$ cat src/rtl/vita49_pkg.sv
// -----------------------------------------------------------------------------
// vita49_pkg
// Shared definitions for the VITA49 unpacker:
//   - header word bit positions
//   - the IF-data-with-stream-ID packet type code
//   - the number of fixed header words (w0..w4)
//   - the parser FSM state enum
//   - small helpers for the payload length arithmetic
// -----------------------------------------------------------------------------
package vita49_pkg;

  // Header word (w0) field positions
  localparam int HDR_TYPE_MSB = 31;
  localparam int HDR_TYPE_LSB = 28;
  localparam int HDR_C_BIT    = 27;
  localparam int HDR_T_BIT    = 26;
  localparam int HDR_CNT_MSB  = 19;
  localparam int HDR_CNT_LSB  = 16;
  localparam int HDR_SIZE_MSB = 15;
  localparam int HDR_SIZE_LSB = 0;

  localparam logic [3:0] VITA49_TYPE_IFDATA_SID = 4'b0001;

  // header, stream ID, integer seconds, fractional seconds (2 words)
  localparam int VITA49_HDR_WORDS = 5;

  typedef enum logic [2:0] {
    IDLE,
    SID,
    TS_SEC,
    TSF_HI,
    TSF_LO,
    PAYLOAD,
    TRAILER,
    DROP
  } state_t;

  // Number of payload words carried by a packet of 'size' words.
  function automatic logic [15:0] payload_words(input logic [15:0] size,
                                                input logic        trailer);
    return size - 16'(VITA49_HDR_WORDS) - {15'd0, trailer};
  endfunction

  // Smallest legal size: all header words, one payload word, optional trailer.
  function automatic logic [15:0] min_size(input logic trailer);
    return 16'(VITA49_HDR_WORDS + 1) + {15'd0, trailer};
  endfunction

endpackage

$ cat src/rtl/vita49_skid.sv
// -----------------------------------------------------------------------------
// vita49_skid
// AXI-stream register slice for the payload output. The output register gives
// one cycle of latency; a second (skid) register absorbs the beat accepted in
// the cycle the sink stalls, so in_ready is a pure register output and never
// depends combinationally on out_ready, while still sustaining 1 word/cycle.
//
// Ports:
//   clk, rst                      clock, asynchronous active-high reset
//   in_data/in_last/in_valid      upstream beat
//   in_ready                      registered; low during and right after reset
//   out_data/out_last/out_valid   downstream beat
//   out_ready                     downstream acceptance
// -----------------------------------------------------------------------------
module vita49_skid (
  input  logic        clk,
  input  logic        rst,
  input  logic [31:0] in_data,
  input  logic        in_last,
  input  logic        in_valid,
  output logic        in_ready,
  output logic [31:0] out_data,
  output logic        out_last,
  output logic        out_valid,
  input  logic        out_ready
);

  logic        out_valid_reg, out_valid_next;
  logic [31:0] out_data_reg, out_data_next;
  logic        out_last_reg, out_last_next;
  logic        skid_valid_reg, skid_valid_next;
  logic [31:0] skid_data_reg, skid_data_next;
  logic        skid_last_reg, skid_last_next;
  logic        in_ready_reg;
  logic        in_fire;

  assign in_fire = in_valid && in_ready_reg;

  always_comb begin
    out_valid_next  = out_valid_reg;
    out_data_next   = out_data_reg;
    out_last_next   = out_last_reg;
    skid_valid_next = skid_valid_reg;
    skid_data_next  = skid_data_reg;
    skid_last_next  = skid_last_reg;
    if (!out_valid_reg || out_ready) begin
      // Output register is free this cycle: refill from skid first to keep order.
      if (skid_valid_reg) begin
        out_valid_next  = 1'b1;
        out_data_next   = skid_data_reg;
        out_last_next   = skid_last_reg;
        skid_valid_next = 1'b0;
      end else begin
        out_valid_next = in_fire;
        if (in_fire) begin
          out_data_next = in_data;
          out_last_next = in_last;
        end
      end
    end else if (in_fire) begin
      // Output stalled: park the accepted beat in the skid register.
      skid_valid_next = 1'b1;
      skid_data_next  = in_data;
      skid_last_next  = in_last;
    end
  end

  always_ff @(posedge clk or posedge rst) begin
    if (rst) begin
      out_valid_reg  <= 1'b0;
      out_data_reg   <= '0;
      out_last_reg   <= 1'b0;
      skid_valid_reg <= 1'b0;
      skid_data_reg  <= '0;
      skid_last_reg  <= 1'b0;
      in_ready_reg   <= 1'b0;
    end else begin
      out_valid_reg  <= out_valid_next;
      out_data_reg   <= out_data_next;
      out_last_reg   <= out_last_next;
      skid_valid_reg <= skid_valid_next;
      skid_data_reg  <= skid_data_next;
      skid_last_reg  <= skid_last_next;
      in_ready_reg   <= !skid_valid_next;
    end
  end

  assign in_ready  = in_ready_reg;
  assign out_valid = out_valid_reg;
  assign out_data  = out_data_reg;
  assign out_last  = out_last_reg;

endmodule

$ cat src/rtl/vita49_unpack.sv
// -----------------------------------------------------------------------------
// vita49_unpack
// Parses VITA49 IF-data packets (with stream ID, integer + fractional
// timestamps, optional trailer) from an AXI stream, publishes the header
// fields with a one-cycle strobe and forwards only the payload words.
// Malformed packets are counted in saturating error counters.
//
// Parameters:
//   CNT_W      width of each error counter
//   CHECK_SEQ  1 = check the 4-bit packet count increments mod 16
//
// Ports:
//   AXIS_ACLK, AXIS_ARESET        clock, asynchronous active-high reset
//   S_AXIS_*                      packet input stream
//   M_AXIS_*                      payload-only output stream (1-cycle latency)
//   enable                        low: no new packet accepted
//   pkt_stream_id/ts_sec/ts_fsec  header fields of the last good packet
//   pkt_info_valid                strobe when those fields update
//   err_len_cnt/seq_cnt/type_cnt  saturating error counters
//   busy                          FSM not in IDLE
//
// Optional feature: define VITA49_UNPACK_SID_FILTER_EN to add sid_filter_en /
// sid_filter inputs; packets whose stream ID differs are silently dropped.
// -----------------------------------------------------------------------------
module vita49_unpack
  import vita49_pkg::*;
#(
  parameter int CNT_W     = 16,
  parameter int CHECK_SEQ = 1
) (
  input  logic             AXIS_ACLK,
  input  logic             AXIS_ARESET,
  input  logic [31:0]      S_AXIS_TDATA,
  input  logic             S_AXIS_TVALID,
  input  logic             S_AXIS_TLAST,
  output logic             S_AXIS_TREADY,
  output logic [31:0]      M_AXIS_TDATA,
  output logic             M_AXIS_TVALID,
  output logic             M_AXIS_TLAST,
  input  logic             M_AXIS_TREADY,
  input  logic             enable,
`ifdef VITA49_UNPACK_SID_FILTER_EN
  input  logic             sid_filter_en,
  input  logic [31:0]      sid_filter,
`endif
  output logic [31:0]      pkt_stream_id,
  output logic [31:0]      pkt_ts_sec,
  output logic [63:0]      pkt_ts_fsec,
  output logic             pkt_info_valid,
  output logic [CNT_W-1:0] err_len_cnt,
  output logic [CNT_W-1:0] err_seq_cnt,
  output logic [CNT_W-1:0] err_type_cnt,
  output logic             busy
);

  localparam logic [CNT_W-1:0] CNT_ONE = {{(CNT_W-1){1'b0}}, 1'b1};

  state_t state_reg, state_next;

  logic        run_reg;          // holds off S_AXIS_TREADY for the cycle after reset
  logic        t_reg;
  logic [15:0] rem_reg;          // payload words still to forward
  logic [3:0]  cnt_reg;
  logic [3:0]  prev_cnt_reg;
  logic        seq_seen_reg;
  logic [31:0] sid_shadow_reg;
  logic [31:0] sec_shadow_reg;
  logic [31:0] fsec_hi_reg;

  logic [31:0] pkt_stream_id_reg;
  logic [31:0] pkt_ts_sec_reg;
  logic [63:0] pkt_ts_fsec_reg;
  logic        pkt_info_valid_reg;
  logic [CNT_W-1:0] err_len_reg;
  logic [CNT_W-1:0] err_seq_reg;
  logic [CNT_W-1:0] err_type_reg;

  logic        beat;
  logic        hdr_bad;
  logic        last_word;
  logic        end_here;         // TLAST belongs on this payload word
  logic        seq_bad;
  logic        sid_reject;
  logic        skid_ready;
  logic        skid_in_valid;
  logic        skid_in_last;
  logic        len_err;
  logic        type_err;
  logic        seq_commit;
  logic        info_load;

  assign beat      = S_AXIS_TVALID && S_AXIS_TREADY;
  assign hdr_bad   = (S_AXIS_TDATA[HDR_TYPE_MSB:HDR_TYPE_LSB] != VITA49_TYPE_IFDATA_SID)
                  || S_AXIS_TDATA[HDR_C_BIT]
                  || (S_AXIS_TDATA[HDR_SIZE_MSB:HDR_SIZE_LSB] < min_size(S_AXIS_TDATA[HDR_T_BIT]));
  assign last_word = (rem_reg == 16'd1);
  assign end_here  = last_word && !t_reg;
  assign seq_bad   = (CHECK_SEQ != 0) && seq_seen_reg && (cnt_reg != 4'(prev_cnt_reg + 4'd1));

`ifdef VITA49_UNPACK_SID_FILTER_EN
  assign sid_reject = sid_filter_en && (S_AXIS_TDATA != sid_filter);
`else
  assign sid_reject = 1'b0;
`endif

  // ---------------------------------------------------------------- state reg
  always_ff @(posedge AXIS_ACLK or posedge AXIS_ARESET) begin
    if (AXIS_ARESET) state_reg <= IDLE;
    else             state_reg <= state_next;
  end

  // --------------------------------------------------------------- next state
  always_comb begin
    state_next = state_reg;
    case (state_reg)
      IDLE:    if (beat && !S_AXIS_TLAST) state_next = hdr_bad ? DROP : SID;
      SID:     if (beat) state_next = S_AXIS_TLAST ? IDLE : (sid_reject ? DROP : TS_SEC);
      TS_SEC:  if (beat) state_next = S_AXIS_TLAST ? IDLE : TSF_HI;
      TSF_HI:  if (beat) state_next = S_AXIS_TLAST ? IDLE : TSF_LO;
      TSF_LO:  if (beat) state_next = S_AXIS_TLAST ? IDLE : PAYLOAD;
      PAYLOAD: begin
        if (beat) begin
          if (S_AXIS_TLAST)   state_next = IDLE;
          else if (last_word) state_next = t_reg ? TRAILER : DROP;
        end
      end
      TRAILER: if (beat) state_next = S_AXIS_TLAST ? IDLE : DROP;
      DROP:    if (beat && S_AXIS_TLAST) state_next = IDLE;
      default: state_next = IDLE;
    endcase
  end

  // ------------------------------------------------------------------ outputs
  always_comb begin
    S_AXIS_TREADY = run_reg;
    skid_in_valid = 1'b0;
    skid_in_last  = 1'b0;
    len_err       = 1'b0;
    type_err      = 1'b0;
    seq_commit    = 1'b0;
    info_load     = 1'b0;
    case (state_reg)
      IDLE: begin
        S_AXIS_TREADY = run_reg && enable;
        type_err      = beat && hdr_bad;
        len_err       = beat && !hdr_bad && S_AXIS_TLAST;
      end
      SID: begin
        // Sequence is judged here so a filtered stream leaves no trace.
        seq_commit = beat && !sid_reject;
        len_err    = beat && !sid_reject && S_AXIS_TLAST;
      end
      TS_SEC, TSF_HI: begin
        len_err = beat && S_AXIS_TLAST;
      end
      TSF_LO: begin
        len_err   = beat && S_AXIS_TLAST;
        info_load = beat && !S_AXIS_TLAST;
      end
      PAYLOAD: begin
        S_AXIS_TREADY = skid_ready;
        skid_in_valid = S_AXIS_TVALID;
        // Close the output packet on the counted last word or any early TLAST.
        skid_in_last  = last_word || S_AXIS_TLAST;
        len_err       = beat && (S_AXIS_TLAST ? !end_here : end_here);
      end
      TRAILER: begin
        len_err = beat && !S_AXIS_TLAST;
      end
      default: ;
    endcase
  end

  // ----------------------------------------------------------------- datapath
  always_ff @(posedge AXIS_ACLK or posedge AXIS_ARESET) begin
    if (AXIS_ARESET) begin
      run_reg            <= 1'b0;
      t_reg              <= 1'b0;
      rem_reg            <= '0;
      cnt_reg            <= '0;
      prev_cnt_reg       <= '0;
      seq_seen_reg       <= 1'b0;
      sid_shadow_reg     <= '0;
      sec_shadow_reg     <= '0;
      fsec_hi_reg        <= '0;
      pkt_stream_id_reg  <= '0;
      pkt_ts_sec_reg     <= '0;
      pkt_ts_fsec_reg    <= '0;
      pkt_info_valid_reg <= 1'b0;
      err_len_reg        <= '0;
      err_seq_reg        <= '0;
      err_type_reg       <= '0;
    end else begin
      run_reg            <= 1'b1;
      pkt_info_valid_reg <= info_load;

      if (state_reg == IDLE && beat && !hdr_bad) begin
        t_reg   <= S_AXIS_TDATA[HDR_T_BIT];
        rem_reg <= payload_words(S_AXIS_TDATA[HDR_SIZE_MSB:HDR_SIZE_LSB], S_AXIS_TDATA[HDR_T_BIT]);
        cnt_reg <= S_AXIS_TDATA[HDR_CNT_MSB:HDR_CNT_LSB];
      end
      if (state_reg == PAYLOAD && beat) rem_reg <= rem_reg - 16'd1;

      // Header words land in shadows so the published fields stay stable
      // until the next complete header.
      if (state_reg == SID    && beat) sid_shadow_reg <= S_AXIS_TDATA;
      if (state_reg == TS_SEC && beat) sec_shadow_reg <= S_AXIS_TDATA;
      if (state_reg == TSF_HI && beat) fsec_hi_reg    <= S_AXIS_TDATA;

      if (info_load) begin
        pkt_stream_id_reg <= sid_shadow_reg;
        pkt_ts_sec_reg    <= sec_shadow_reg;
        pkt_ts_fsec_reg   <= {fsec_hi_reg, S_AXIS_TDATA};
      end

      if (seq_commit) begin
        prev_cnt_reg <= cnt_reg;
        seq_seen_reg <= 1'b1;
        if (seq_bad && err_seq_reg != '1) err_seq_reg <= err_seq_reg + CNT_ONE;
      end
      if (len_err && err_len_reg != '1)   err_len_reg  <= err_len_reg + CNT_ONE;
      if (type_err && err_type_reg != '1) err_type_reg <= err_type_reg + CNT_ONE;
    end
  end

  // ------------------------------------------------------------- output stage
  vita49_skid u_skid (
    .clk       (AXIS_ACLK),
    .rst       (AXIS_ARESET),
    .in_data   (S_AXIS_TDATA),
    .in_last   (skid_in_last),
    .in_valid  (skid_in_valid),
    .in_ready  (skid_ready),
    .out_data  (M_AXIS_TDATA),
    .out_last  (M_AXIS_TLAST),
    .out_valid (M_AXIS_TVALID),
    .out_ready (M_AXIS_TREADY)
  );

  assign pkt_stream_id  = pkt_stream_id_reg;
  assign pkt_ts_sec     = pkt_ts_sec_reg;
  assign pkt_ts_fsec    = pkt_ts_fsec_reg;
  assign pkt_info_valid = pkt_info_valid_reg;
  assign err_len_cnt    = err_len_reg;
  assign err_seq_cnt    = err_seq_reg;
  assign err_type_cnt   = err_type_reg;
  assign busy           = (state_reg != IDLE);

endmodule

$ cat config.mk
export PLATFORM = sky130hd
export DESIGN_NAME = vita49_unpack
export DESIGN_NICKNAME = d
export VERILOG_FILES = /design/src/rtl/vita49_pkg.sv /design/src/rtl/vita49_skid.sv /design/src/rtl/vita49_unpack.sv
export SDC_FILE = /design/constraint.sdc
export NUM_CORES = 1
export LEC_CHECK = 0
export CAP_MARGIN = 20
export CELL_PAD_IN_SITES_DETAIL_PLACEMENT = 1
export CELL_PAD_IN_SITES_GLOBAL_PLACEMENT = 1
export CORE_MARGIN = 10
export CORE_UTILIZATION = 35
export DETAILED_ROUTE_END_ITERATION = 10
export PLACE_DENSITY_LB_ADDON = 0.1
export SLEW_MARGIN = 20
export SYNTH_ARGS = -nofsm -noshare
export SYNTH_HDL_FRONTEND = slang
export SYNTH_HIERARCHICAL = 1
export SYNTH_SLANG_ARGS = --single-unit
export TNS_END_PERCENT = 100
$ cat constraint.sdc
create_clock -name AXIS_ACLK -period 35.9 [get_ports AXIS_ACLK]
set_input_delay 10.77 -clock AXIS_ACLK [delete_from_list [all_inputs] [get_ports AXIS_ACLK]]
set_output_delay 10.77 -clock AXIS_ACLK [all_outputs]
set_load 0.01 [all_outputs]
# After elaboration in Yosys (flattened, before gate mapping)
# Index checks and enable logic that the tools add are counted.
[totals]
output_inout_bits = 213
elab_cells = 130
inputBits = 38
ff_bits = 372
[classes]
n_bitwise = 1
order_cmp = 1
n_mux = 35
reduce_logical = 39
eq_ne = 22
add_sub_neg = 8
[ops]
columns = ["operator", "n"]
rows = [
  ["$mux W32", 2],
  ["$add A16 B1 Y16 const B", 3],
  ["$ne A16 B16 Y1 const B", 3],
  ["$mux W3", 14],
  ["$mux W16", 2],
  ["$pmux W3 S8", 1],
  ["$logic_and A1 B1 Y1", 20],
  ["$eq A16 B1 Y1 const B", 1],
  ["$lt A16 B4 Y1", 1],
  ["$ne A2 B2 Y1 const B", 8],
  ["$sub A16 B1 Y16", 1],
  ["$sub A16 B1 Y16 const B", 1],
  ["$sub A16 B3 Y16 const B", 1],
  ["$eq A3 B3 Y1 const B", 4],
  ["$mux W1", 12],
  ["$reduce_and A9 Y1", 1],
  ["$eq A3 B2 Y1 const B", 2],
  ["$logic_not A1 Y1", 6],
  ["$reduce_and A2 Y1", 3],
  ["$add A3 B1 Y4 const A", 1],
  ["$add A4 B1 Y4 const B", 1],
  ["$logic_or A1 B1 Y1", 4],
  ["$mux W2", 2],
  ["$ne A4 B1 Y1 const B", 1],
  ["other kinds (10)", 11],
]

# Logic depth before layout (Yosys ltp)
[logic_depth]
ltp_word = 8
ltp_mapped = 10
ltp_nobuf = 10

# By module
# Netlist, hierarchy kept.
[by_module_without_submodules]
columns = ["mod", "cells_per_inst", "area_each_um2", "n_inst", "seq_area_each_um2"]
rows = [
  ["vita49_unpack", 944, 12654.6, 1, 7582.3],
  ["vita49_skid", 187, 3134.3, 1, 1726.7],
]

# Least setup slack after synthesis
# OpenSTA, ideal clock, no wires.
[synth_timing]
kind = "input to output"
start = "input enable"
end = "output S_AXIS_TREADY"
setup_slack_ns = 13.822
required_ns = 25.130
path_buffers = 0
cell_stages = 2
arrival_ns = 11.308
path_cell_list = "o31a_1 o221a_2"
[synth_between]
elab_chain_len = 2
[synth_lines]
columns = ["item", "line_no", "rtl"]
rows = [
  ["start, declared", "vita49_unpack.sv:41", "input logic enable,"],
  ["$logic_and A1 B1 Y1", "vita49_unpack.sv:144", "S_AXIS_TREADY = run_reg && enable;"],
  ["$pmux W1 S2", "vita49_unpack.sv:142", "case (state_reg)"],
  ["end, declared", "vita49_unpack.sv:36", "output logic S_AXIS_TREADY,"],
]
# Every way passes these cells.

# Worst setup path after layout
# Ends and elaborated chain as after synthesis.

==> metrics.csv <==
metric;value;unit
status;finished clean;
yosysWarnings;6;
area_growth;28.46;%
drive_gt1_share;30.25;%
grt.met3_usage;4.673;%
portBuffers;250;
initial_core_util;35.55;%
crit_path_start_kind;primary input;
antenna_found_initial;1;
largest_reg_flops;64;
grt_setup_unrepaired;no;
grt_pass1_vias;10800;
reg2reg_depth;7;
dp_hpwl;28.12;mm
rows;77;
io-pin-count;251;
synth.avg_cell_area;13.96;um^2
r2r_slack;32420;ps
synth-async-reset-ratio;100.0;%
leakage;9.252;nW
synth.distinct_cells;69;
worstPathRequired;25130;ps
max_cap_violations;0;
die_w;232.4;um
core;44410;um^2
vias;9879;
grt_max_degree;94;
final_common_cell;dfrtp_1;
grtUsageMet1;19.83;%
syn_nets;1180;
worstMarginPinSlew;963.8;ps
cts_resized;0;
cp-startpoint;enable;
hold_path.class;reg -> reg;
synth_cells;1131;
gr-total-overflow;0;
hold_viol;0;
ys_ff_latch;372;
critical_path_peak_fanout;4;
synthFlopType;dfrtp_1;
synth-edff-count;0;
max-vdd-ir-drop;0.03551;mV
drtIter0Drc;408;
via_per_inst;4.912;
root_buffer;clkbuf_16;
crit_type;in -> out;
track_usage;15.64;%
fmax;43.23;MHz
synth.yosys.seq_area_share;58.96;%
holdBufCountCts;0;
clockBufferDepth;3;
h-tree-depth;2;
grt_util_met2;25.36;%
slew_headroom;35.55;%
gp_congestion;0.7819;
hold_path_depth;1;
worstSetupEndpoint;S_AXIS_TREADY;
final_max_slew_viol_count;0;
total_power;1.567;mW
period_share;64.44;%
postCtsSetupBuffers;0;
grt_pass1_wl;66.09;mm
dieArea;54010;um^2
drtPass1Iterations;4;
skew;13.48;ps
cts_buffers;44;
ant_nets;0;
clock_latency;560;ps
mappedNetlistArea;15790;um^2
wire_per_inst;20.98;um
die_h;232.4;um
worstPathArrival;12360;ps
cp_slowest_cell;clkdlybuf4s50_1;
cts.sinks;372;
slowest_delay;550;ps
busiest_layer;met2;
fin_crit;23130;ps
layout_common_cells;371 x dfrtp_1, 291 x mux2_2, 250 x clkdlybuf4s50_1;
crit_chain;clkdlybuf4s50_1, o31a_1, o221a_2, clkdlybuf4s50_1;
crit_top_cell;clkdlybuf4s50_1;
r2r-end;pkt_stream_id[29]$_DFFE_PP0P_;
setup_violations;0;
clk_pin_slew_worst_paths;50;ps
power_density;77.28;nW/um^2
cts_tree;built;
drt_wl_total;42.19;mm
drc;0;
worstSetupEndpointType;output pin;
fill_cells;4515;
r2r_start;state_reg[0]$_DFFE_PP0P_;
finalSetupTns;0;ps
fin_nets;1436;
how the worst min path moves through the flow:
stage                                           to                      from  slack [ps]
after floorplan           seq_seen_reg$_DFFE_PP0P_  seq_seen_reg$_DFFE_PP0P_         430
after global placement    seq_seen_reg$_DFFE_PP0P_  seq_seen_reg$_DFFE_PP0P_         450
final                     seq_seen_reg$_DFFE_PP0P_  seq_seen_reg$_DFFE_PP0P_         470
after detailed placement  seq_seen_reg$_DFFE_PP0P_  seq_seen_reg$_DFFE_PP0P_         450
after global routing      seq_seen_reg$_DFFE_PP0P_  seq_seen_reg$_DFFE_PP0P_         500
after CTS                 seq_seen_reg$_DFFE_PP0P_  seq_seen_reg$_DFFE_PP0P_         470
cells by family after synthesis:
| family | share of synthesized area [%] |
|---|---|
| buf+inv | 2.409 |
| xor+xnor | 3.439 |
| simple gates | 7.536 |
| flops | 58.96 |
| mux | 23.71 |
| compound gates | 3.004 |
| other cells | 0.02375 |
| fa+ha+maj | 0.9193 |
report_power, final:
group          internal, mW  leakage [nW]  switching, mW
Clock                 0.267         0.723          0.174
Sequential            0.571          4.86         0.0924
Combinational         0.278          3.66          0.185
Total                  1.12          9.25          0.451
cell usage after synthesis (all sizes together), types with 2 or more instances:
| cell | count | area [um^2] |
|---|---|---|
| a211oi | 3 | 22.52 |
| a21oi | 12 | 71.32 |
| a311oi | 2 | 17.52 |
| a31o | 2 | 17.52 |
| a31oi | 3 | 18.77 |
| and2 | 3 | 18.77 |
| and3 | 6 | 37.54 |
| and4 | 2 | 17.52 |
| and4b | 2 | 20.02 |
| buf | 42 | 271.5 |
| clkbuf | 12 | 45.04 |
| dfrtp | 372 | 9309 |
| ha | 10 | 125.1 |
| inv | 17 | 63.81 |
| mux2 | 321 | 3724 |
| mux2i | 2 | 20.02 |
| nand2 | 67 | 251.5 |
| nand2b | 6 | 37.54 |
| nand3 | 22 | 122.6 |
| nand3b | 4 | 30.03 |
| nand4 | 13 | 96.34 |
| nor2 | 34 | 135.1 |
| nor2b | 5 | 38.78 |
| nor3 | 29 | 161.4 |
| nor4 | 15 | 100.1 |
| nor4b | 5 | 43.79 |
| o21a | 2 | 15.01 |
| o21ai | 21 | 116.4 |
| o22ai | 4 | 25.02 |
| o31ai | 3 | 22.52 |
| or2 | 3 | 18.77 |
| or3 | 3 | 18.77 |
| or4 | 2 | 22.52 |
| xnor2 | 27 | 236.5 |
| xor2 | 35 | 306.5 |
final cells by class:
type | instances | area, um^2 | area share, %
Multi-Input combinational cell | 688 | 6111 | 30.13
Antenna cell | 1 | 2.502 | 0.01234
Clock inverter | 14 | 123.9 | 0.6107
Timing Repair Buffer | 264 | 2608 | 12.86
Sequential cell | 372 | 9310 | 45.90
Clock buffer | 63 | 1314 | 6.477
Tap cell | 592 | 740.7 | 3.652
Inverter | 17 | 73.82 | 0.3640
metrics by stage:
stage | cell area (um^2) | hold slack, ps | setup WS [ps] | utilization (%) | std cells
finish | 20280 | 474.9 | 12770 | 45.67 | 2011
global route | 20280 | 496.1 | 12740 | 45.67 | 2011
CTS | 20270 | 470.6 | 12770 | 45.65 | 2009
detailed placement | 18840 | 452.8 | 12780 | 42.41 | 1932
global placement | 18840 | 446.8 | 12780 | 42.41 | 1932
floorplan | 15790 | 433.1 | 13820 | - | 1131
layer usage:
layer  wire [um]  vias to the layer above  share of wire, %
met1       18610                     5127                44
li1            -                     4532                 -
met4         755                        0               1.8
met2       20010                      176                47
met3        2816                       44               6.7
met5           0                        -                 0
worst max-delay path, delay by kind of cell:
family                 cells  cell delay [ps]
AOI/OAI and AO/OA          2              580
buffers and inverters      2             1010
Power figures use the tool's default switching activity.
